**config.mk**
```make
export PLATFORM = sky130hd
export DESIGN_NAME = systolic_os_sequencer
export DESIGN_NICKNAME = d
export VERILOG_FILES = /design/src/rtl/systolic_os_sequencer.sv
export SDC_FILE = /design/constraint.sdc
export NUM_CORES = 1
export LEC_CHECK = 0
export ABC_AREA = 1
export CORE_AREA = 2 2 148 150
export CTS_CLUSTER_SIZE = 20
export DETAILED_ROUTE_END_ITERATION = 10
export DIE_AREA = 0 0 150 152
export PLACE_DENSITY = 0.86
export SLEW_MARGIN = 0
export SYNTH_ARGS = -nofsm -noshare
export SYNTH_HDL_FRONTEND = slang
export SYNTH_SLANG_ARGS = --single-unit
```
**constraint.sdc**
```tcl
create_clock -name clk -period 8 [get_ports clk]
set_input_delay 1.2 -clock clk [delete_from_list [all_inputs] [get_ports clk]]
set_output_delay 1.2 -clock clk [all_outputs]
set_load 0.02 [all_outputs]
```
**src/rtl/systolic_os_sequencer.sv**
```systemverilog
// systolic_os_sequencer: tile-loop control sequencer for the systolic_system output-stationary datapath
// Ports:
//   clk, reset (sync, active-low)
//   start, K, tile_rows, tile_cols, num_row_tiles, num_col_tiles, bias_en : job config, sampled in IDLE
//   bias_valid, bias_data -> bias_ready : bias word stream, replayed as w_en_bias/w_index_bias/w_data_bias
//   hold : stall at tile boundary; abort : return to IDLE
//   mode, a_buf_on, w_buf_on, a/w/o_base_addr, a_num_rows, w_num_cols, operation_signal_in, o_ag_o_on : datapath controls
//   busy, done, err : status
module systolic_os_sequencer #(
    parameter int ARRAY_N      = 16,
    parameter int ARRAY_M      = 16,
    parameter int PE_OUT_WIDTH = 32,
    parameter int ADDR_WIDTH   = 10,
    parameter int OBUF_DELAY   = 0
) (
    input  logic                       clk,
    input  logic                       reset,
    input  logic                       start,
    input  logic [31:0]                K,
    input  logic [$clog2(ARRAY_N):0]   tile_rows,
    input  logic [$clog2(ARRAY_M):0]   tile_cols,
    input  logic [7:0]                 num_row_tiles,
    input  logic [7:0]                 num_col_tiles,
    input  logic                       bias_en,
    input  logic                       bias_valid,
    input  logic [PE_OUT_WIDTH-1:0]    bias_data,
    output logic                       bias_ready,
    input  logic                       hold,
    input  logic                       abort,
    output logic                       mode,
    output logic                       a_buf_on,
    output logic                       w_buf_on,
    output logic [ADDR_WIDTH-1:0]      a_base_addr,
    output logic [ADDR_WIDTH-1:0]      w_base_addr,
    output logic [ADDR_WIDTH-1:0]      o_base_addr,
    output logic [$clog2(ARRAY_N):0]   a_num_rows,
    output logic [$clog2(ARRAY_M):0]   w_num_cols,
    output logic [2:0]                 operation_signal_in,
    output logic [$clog2(ARRAY_M):0]   w_index_bias,
    output logic [PE_OUT_WIDTH-1:0]    w_data_bias,
    output logic                       w_en_bias,
    output logic                       o_ag_o_on,
    output logic                       busy,
    output logic                       done,
    output logic                       err
);
    localparam int CW = $clog2(ARRAY_M) + 1;
    localparam int AW = ADDR_WIDTH;

    typedef enum logic [2:0] {IDLE, BIAS, FEED, FLUSH, DRAIN_WAIT, DRAIN_STORE, NEXT, DONE} state_t;

    state_t          state_q, state_d, feed_entry;
    logic [31:0]     cnt_q, k_q, rows32, cols32, flush_len, dw_len, ds_len;
    logic [7:0]      nrt_q, nct_q, row_idx, col_idx;
    logic [CW-1:0]   bias_cnt;
    logic            illegal, bias_acc, last_tile;

    // a_num_rows / w_num_cols double as the latched tile shape
    assign rows32     = 32'(a_num_rows);
    assign cols32     = 32'(w_num_cols);
    assign flush_len  = rows32 + cols32 - 32'd1;
    assign dw_len     = (rows32 + 32'd1 >= 32'(ARRAY_N)) ? 32'd0 : 32'(ARRAY_N) - rows32 - 32'd1;
    assign ds_len     = rows32 + 32'd1 + 32'(OBUF_DELAY);
    assign feed_entry = (k_q == 32'd0) ? FLUSH : FEED;
    assign last_tile  = (row_idx == nrt_q - 8'd1) && (col_idx == nct_q - 8'd1);
    assign bias_acc   = (state_q == BIAS) && bias_valid && !abort;
    assign illegal    = (tile_rows == '0) || (tile_cols == '0) || (num_row_tiles == 8'd0) ||
                        (num_col_tiles == 8'd0) || (32'(tile_rows) > 32'(ARRAY_N)) ||
                        (32'(tile_cols) > 32'(ARRAY_M));

    // cnt_q restarts at 0 on every state change, so a phase of length L ends at cnt_q == L-1;
    // zero-length phases are never entered
    always_comb begin
        state_d = state_q;
        case (state_q)
            IDLE:        if (start && !illegal) state_d = bias_en ? BIAS : ((K == 32'd0) ? FLUSH : FEED);
            BIAS:        if (bias_acc && bias_cnt == CW'(ARRAY_M - 1)) state_d = feed_entry;
            FEED:        if (cnt_q == k_q - 32'd1) state_d = FLUSH;
            FLUSH:       if (cnt_q == flush_len - 32'd1) state_d = (dw_len == 32'd0) ? DRAIN_STORE : DRAIN_WAIT;
            DRAIN_WAIT:  if (cnt_q == dw_len - 32'd1) state_d = DRAIN_STORE;
            DRAIN_STORE: if (cnt_q == ds_len - 32'd1) state_d = NEXT;
            NEXT:        if (!hold) state_d = last_tile ? DONE : feed_entry;
            DONE:        state_d = IDLE;
            default:     state_d = IDLE;
        endcase
        if (state_q != IDLE && abort) state_d = IDLE;
    end

    always_ff @(posedge clk) begin
        if (!reset) begin
            state_q             <= IDLE;
            cnt_q               <= '0;
            k_q                 <= '0;
            nrt_q               <= '0;
            nct_q               <= '0;
            row_idx             <= '0;
            col_idx             <= '0;
            bias_cnt            <= '0;
            mode                <= 1'b0;
            busy                <= 1'b0;
            bias_ready          <= 1'b0;
            a_buf_on            <= 1'b0;
            w_buf_on            <= 1'b0;
            operation_signal_in <= 3'b000;
            o_ag_o_on           <= 1'b0;
            done                <= 1'b0;
            err                 <= 1'b0;
            w_en_bias           <= 1'b0;
            w_index_bias        <= '0;
            w_data_bias         <= '0;
            a_num_rows          <= '0;
            w_num_cols          <= '0;
            a_base_addr         <= '0;
            w_base_addr         <= '0;
            o_base_addr         <= '0;
        end else begin
            state_q             <= state_d;
            cnt_q               <= (state_d != state_q) ? 32'd0 : cnt_q + 32'd1;
            bias_cnt            <= (state_d != BIAS) ? '0 : bias_cnt + CW'(bias_acc);
            mode                <= state_d != IDLE;
            busy                <= state_d != IDLE;
            bias_ready          <= state_d == BIAS;
            a_buf_on            <= state_d == FEED;
            w_buf_on            <= state_d == FEED;
            operation_signal_in <= (state_d == FEED || state_d == FLUSH) ? 3'b100 :
                                   (state_d == DRAIN_WAIT || state_d == DRAIN_STORE) ? 3'b110 : 3'b000;
            o_ag_o_on           <= state_d == DRAIN_STORE;
            done                <= state_d == DONE;
            err                 <= (state_q == IDLE) && start && illegal;
            w_en_bias           <= bias_acc;
            w_index_bias        <= bias_acc ? bias_cnt : '0;
            w_data_bias         <= bias_acc ? bias_data : '0;
            if (state_d == IDLE) begin
                a_num_rows  <= '0;
                w_num_cols  <= '0;
                row_idx     <= '0;
                col_idx     <= '0;
                a_base_addr <= '0;
                w_base_addr <= '0;
                o_base_addr <= '0;
            end else if (state_q == IDLE) begin
                k_q        <= K;
                a_num_rows <= tile_rows;
                w_num_cols <= tile_cols;
                nrt_q      <= num_row_tiles;
                nct_q      <= num_col_tiles;
            end else if (state_q == NEXT && state_d != NEXT) begin
                o_base_addr <= o_base_addr + AW'(a_num_rows);
                if (col_idx < nct_q - 8'd1) begin
                    col_idx     <= col_idx + 8'd1;
                    w_base_addr <= w_base_addr + k_q[AW-1:0];
                end else begin
                    col_idx     <= '0;
                    w_base_addr <= '0;
                    row_idx     <= row_idx + 8'd1;
                    a_base_addr <= a_base_addr + k_q[AW-1:0];
                end
            end
        end
    end
endmodule

```
After elaboration in Yosys (flattened, before gate mapping)

Index checks and enable logic that the tools add are counted.

$add $sub $neg: 18
$lt $le $gt $ge: 4
Eq/ne operators: 23
Multiplexer cells: 19
Bitwise operators: 4
Reduce and logical (&&, ||, !) cells: 37

Operator list:

| operator                                                                | number |
|---|---|
| 32-bit == test                                                          | 4 |
| 32-bit zero test                                                        | 3 |
| 32-bit by 1-bit subtractor with 32-bit output (second input constant)   | 2 |
| 3-bit 2-to-1 mux                                                        | 11 |
| 32-bit by 1-bit adder with 32-bit output (second input constant)        | 1 |
| 32-bit by 5-bit >= comparator with 1-bit output (second input constant) | 1 |
| 32-bit 2-to-1 mux                                                       | 1 |
| 3-bit case mux with 8 select lines                                      | 1 |
| 3-bit == test (second input constant)                                   | 7 |
| 10-bit adder                                                            | 2 |
| 8-bit by 1-bit adder with 8-bit output (second input constant)          | 2 |
| 8-bit == test                                                           | 2 |
| 8-bit zero test                                                         | 2 |
| 8-bit by 1-bit subtractor with 8-bit output (second input constant)     | 2 |
| 6-bit by 1-bit subtractor with 7-bit output (second input constant)     | 2 |
| 3-bit by 2-bit == test with 1-bit output (second input constant)        | 4 |
| 10-bit by 5-bit adder with 10-bit output                                | 1 |
| 5-bit greater-than comparator (second input constant)                   | 2 |
| 5-bit zero test                                                         | 2 |
| 10-bit 2-to-1 mux                                                       | 1 |
| 1-bit logical AND                                                       | 9 |
| 8-bit less-than comparator                                              | 1 |
| 8-bit 2-to-1 mux                                                        | 1 |
| 2-bit OR reduction                                                      | 4 |
| 20 further kinds                                                        | 37 |

Flip-flop bits (word level): 191
Bits of input ports: 97
Output and inout port bits: 89

Logic depth before layout (Yosys ltp)

Depth after elaboration: 15
Gate-level depth with buffers: 36
Mapped depth without buffers: 33

Worst setup path before layout

Ideal clock, no wire load.

Path type: register to register
Start point: register a_num_rows[0]
End point: register k_q[0]
Arrival: 3,776 ps
Data required time: 7,884 ps
Setup slack: 4,108 ps
Stages on the path, launching flop included: 32
Cell sequence: dfxtp_1 buf_4 inv_2 ha_1 xnor2_1 nand3_2 ha_1 nand2_1 nor2_2 nand2_1 ha_1 inv_1 nand2_1 nand2_1 nor2_1 nand2_1 nor2_1 nand2_1 nor2_1 nand2_1 nor2_1 nand2_1 nor2_1 nand3_1 nor2_1 o21bai_4 nand2_2 nand2_2 buf_4 buf_4 o21ai_0 nor2_1

Longest elaborated chain between the ends: 11
Elaborated cells between the ends (all ways): 23
Classes of those cells: 8 x add/sub; 1 x order compare; 3 x eq/ne; 7 x mux; 1 x bitwise; 3 x reduce/logical

RTL lines:

| element                                                                                                        | RTL line | RTL |
|---|---|---|
| start, declared                                                                                                | 36       | `output logic [$clog2(ARRAY_N):0] a_num_rows,` |
| start signal, assigned                                                                                         | 143      | `a_num_rows <= tile_rows;` |
| 5-bit by 1-bit adder with 6-bit output or 5-bit by 5-bit subtractor with 6-bit output (tied branches)          | 62, 63   |  |
| 32-bit by 5-bit >= comparator with 1-bit output or 6-bit by 2-bit subtractor with 7-bit output (tied branches) | 62       | `assign dw_len = (rows32 + 32'd1 >= 32'(ARRAY_N)) ? 32'd0 : 32'(ARRAY_N) - rows32 - 32'd1;` |
| 32-bit 2-to-1 mux                                                                                              | 62       |  |
| 32-bit by 1-bit subtractor with 32-bit output or 32-bit zero test (tied branches)                              | 80, 79   |  |
| 32-bit == test or 1-bit 2-to-1 mux (tied branches)                                                             | 80, 79   |  |
| 3-bit 2-to-1 mux (on tied branches)                                                                            | 80, 79   |  |
| 3-bit case mux with 8 select lines (*)                                                                         | 75       | `case (state_q)` |
| 3-bit 2-to-1 mux (*)                                                                                           | 86       | `if (state_q != IDLE && abort) state_d = IDLE;` |
| 3-bit zero test (*)                                                                                            | 133      | `if (state_d == IDLE) begin` |
| 1-bit NOT (no source line) (*)                                                                                 | -        |  |
| 2-bit AND reduction (no source line) (*)                                                                       | -        |  |
| end signal, assigned                                                                                           | 93       | `k_q <= '0;` |
| end signal, assigned                                                                                           | 142      | `k_q <= K;` |
| end, declared                                                                                                  | 53       | `logic [31:0] cnt_q, k_q, rows32, cols32, flush_len, dw_len, ds_len;` |

Every way passes the cells marked *; elsewhere a longest branch is shown, timed or not.
A chain may end at the register's enable or synchronous reset.

Final worst setup path

Start point: register a_num_rows[0]
End point: register col_idx[0]

Longest elaborated chain between the ends: 11
Elaborated cells between the ends (all ways): 25
Classes of those cells: 8 x add/sub; 1 x order compare; 4 x eq/ne; 7 x mux; 5 x reduce/logical

RTL lines:

| element                                                                                                        | RTL line | RTL |
|---|---|---|
| 5-bit by 1-bit adder with 6-bit output or 5-bit by 5-bit subtractor with 6-bit output (tied branches)          | 62, 63   |  |
| 32-bit by 5-bit >= comparator with 1-bit output or 6-bit by 2-bit subtractor with 7-bit output (tied branches) | 62       |  |
| 32-bit 2-to-1 mux                                                                                              | 62       |  |
| 32-bit by 1-bit subtractor with 32-bit output or 32-bit zero test (tied branches)                              | 80, 79   |  |
| 32-bit == test or 1-bit 2-to-1 mux (tied branches)                                                             | 80, 79   |  |
| 3-bit 2-to-1 mux (on tied branches)                                                                            | 80, 79   |  |
| 3-bit case mux with 8 select lines (*)                                                                         | 75       |  |
| 3-bit 2-to-1 mux (*)                                                                                           | 86       |  |
| 3-bit != test                                                                                                  | 147      | `end else if (state_q == NEXT && state_d != NEXT) begin` |
| 1-bit logical AND                                                                                              | 147      |  |
| 2-bit AND reduction (no source line)                                                                           | -        |  |
| end signal, assigned                                                                                           | 150      | `col_idx <= col_idx + 8'd1;` |
| end, declared                                                                                                  | 54       | `logic [7:0] nrt_q, nct_q, row_idx, col_idx;` |

Marks and branches as above.

==> flow_summary.ini <==
[outcome]
status = completed

[drt]
vias = 13000
ant_nets = 0
drc = 0
via_per_inst = 5.41
first_pass_iters = 7
wl_um = 36700
first_iter_violations = 960
wl_per_cell_um = 15.3

[timing]
max_freq_mhz = 181
layout_setup_ws_ns = 2.47
whs_ns = 0.478
finalCritPeriodShare_pct = 69.1
setup-tns-final_ns = 0
slew_viol_final = 0
slew-limit-headroom_pct = 24.8
worst_pin_slew_ns = 1.13
grt_setup_unrepaired = false
setup_violations = 0
hold_violations = 0
final.setup_skew_ns = 0.0162
finalCriticalPeriod_ns = 5.53

[power]
p_leak_nw = 6.67
power.density_nw_per_um2 = 279
finalPower_mw = 4.19
ir_worst_vdd_mv = 0.147

[layout]
utilization_pct = 70.3
n_antenna_cell = 0
fin_cells = 2405
syn2layout_area_growth_pct = 19.2
fillers = 1817
drive_gt1_share_pct = 4.00
nets = 2274
fin_area_um2 = 15000

[synth]
syn-instance-count = 1974
syn-cell-area_um2 = 12600
async_reset_ff_share_pct = 0
synth_edf_count = 0
avgSynthCellArea_um2 = 6.38
synth_warnings = 0
synth_ff_type = dfxtp_1
ys_types = 48
syn-num-nets = 2136
synth-seq-cells = 190
ys_seq_area_share_pct = 30.2

[clock_network]
cts_max_path_buffers = 2
clock_sinks = 190
path_clk_slew_ns = 0.08
numCtsBuffers = 17
cts_setup_buffers = 0
clk_latency_ns = 0.44
h-tree-depth = 4
holdBufCountCts = 0
cts_resized = 0
clockRootBuffer = clkbuf_16
cts_tree = done

[place]
placed_area_um2 = 14400
io_buffers = 184
hpwlAfterDp_um = 28100
dp_cells = 2373
gp_congestion = 0.957
dp_slack_ns = 2.57

[floorplan]
row_count = 54
core_um2 = 21400
die-area_um2 = 22800
initial_utilization_pct = 59.0
io_pins = 186
die_y_um = 152
die_w_um = 150

[setup_path]
worstSetupEndpointType = register
cp_slowest_cell = inv_2
critPathMaxFanout = 30
r2r_end = col_idx[0]
cp_slowest_stage_delay_ns = 0.66
crit_arrival_ns = 5.89
r2r_start = a_num_rows[0]
path_buf_inv = 5
critPathMostFrequentCell = nand2_1
r2r_setup_slack_ns = 2.47
required_ns = 8.36
crit_type = register to register
crit_family = simple AND/OR/NAND/NOR gates
crit_path_start_kind = register
reg2reg_depth = 31

[worst_hold_path]
hold_class = register to register
hold_end = w_index_bias[0]
worstHoldPathCells = 2
hp-start = bias_cnt[0]

[global_routing]
antenna_found_initial = 0
first_global_vias = 12700
grt_max_degree = 53
grt_pass1_wl_um = 60100
grt_usage_pct = 32.4
gr-total-overflow = 0

[run]
cap_violations = 0
==> cell type report <==
class | instances | area (µm²) | area share (%)
well taps | 280 | 350 | 2.33
flip-flops and latches | 190 | 3800 | 25.3
repair buffers | 189 | 1880 | 12.5
multi-input cells | 1453 | 7430 | 49.5
clock buffers | 20 | 447 | 2.98
clock inverters | 12 | 116 | 0.775
inverters | 261 | 982 | 6.55
==> worst max path at each step <==
stage	cells past startpoint	endpoint	slack [ns]	from
finish	31	col_idx[0]	2.47	a_num_rows[0]
global route	31	col_idx[0]	1.77	a_num_rows[0]
CTS	31	col_idx[0]	2.54	a_num_rows[0]
detailed placement	31	col_idx[0]	2.57	a_num_rows[0]
global placement	31	col_idx[0]	2.86	a_num_rows[0]
floorplan	31	k_q[0]	4.11	a_num_rows[0]
==> state kept, by name (all words and copies together) (netlist names) <==
signal and count:
nrt_q 8, w_buf_on 1, err 1, cnt_q 32, w_num_cols 5, col_idx 8, w_data_bias 32, w_base_addr 10
row_idx 8, w_en_bias 1, operation_signal_in 2, busy 1, a_num_rows 5, nct_q 8, o_base_addr 10, bias_cnt 5
o_ag_o_on 1, a_base_addr 10, k_q 32, w_index_bias 5, state_q 3, done 1, bias_ready 1
==> cell usage in the layout (no fill, tap or decap), drive strengths merged, types with 34 or more instances in the layout <==
cell type	Yosys	final
o21ai	82	82
xnor2	34	34
a21oi	54	54
nand4	48	48
inv	258	265
nand2	452	452
nor2	441	441
ha	61	61
xor2	77	77
nand3	111	111
clkdlybuf4s50	0	184
dfxtp	190	190
==> cells in the mapped netlist, types with 9 or more instances <==
cell type | number | area share (%)
nand4_1 | 48 | 2.4
inv_1 | 244 | 7.3
o21ai_0 | 72 | 2.9
dfxtp_1 | 190 | 30
buf_4 | 12 | 0.72
inv_2 | 13 | 0.39
ha_1 | 61 | 6.1
xor2_1 | 77 | 5.4
a211oi_1 | 10 | 0.60
a21oi_1 | 54 | 2.1
nor3_1 | 26 | 1.0
nand2_1 | 443 | 13
nor2_1 | 431 | 13
nand3_1 | 105 | 4.2
buf_2 | 28 | 1.1
nor4_1 | 19 | 0.94
xnor2_1 | 34 | 2.4
clkbuf_1 | 18 | 0.54
o21ai_1 | 9 | 0.36
==> where the power goes <==
| part | leakage (nW) | internal [mW] | switching, mW |
|---|---|---|---|
| registers | 1.54 | 1.06 | 0.193 |
| clock network | 0.278 | 0.421 | 0.411 |
| logic | 4.84 | 0.767 | 1.33 |
==> worst register-to-register path, delay by kind of cell (launching register included) <==
kind                       cells  cell delay, ns
AOI/OAI and AO/OA              3            0.50
adders and majority gates      2            0.69
buffers and inverters          5            1.05
DFF                            1            0.61
and+or+nand+nor               21            2.57
==> kinds of logic after synthesis <==
logic type	share of synthesized area, %
AOI/OAI and AO/OA	7.01
xor gates and xnor gates	7.90
and+or+nand+nor	37.3
other	0.0298
adders and majority gates	6.70
buffers and inverters	10.9
DFF	30.2
==> routing by layer <==
metal  vias up  wire length [µm]  part of all wire (%)  GRT usage [%]
li1       6468                 -                     -              -
met1      5856             14800                    40           38.8
met2       554             17600                    48           55.0
met3       123              2700                   7.4           6.25
met4         0              1630                   4.4           16.4
met5         -                 0                     0              0
Note: power is estimated with default switching activity, not from simulation.
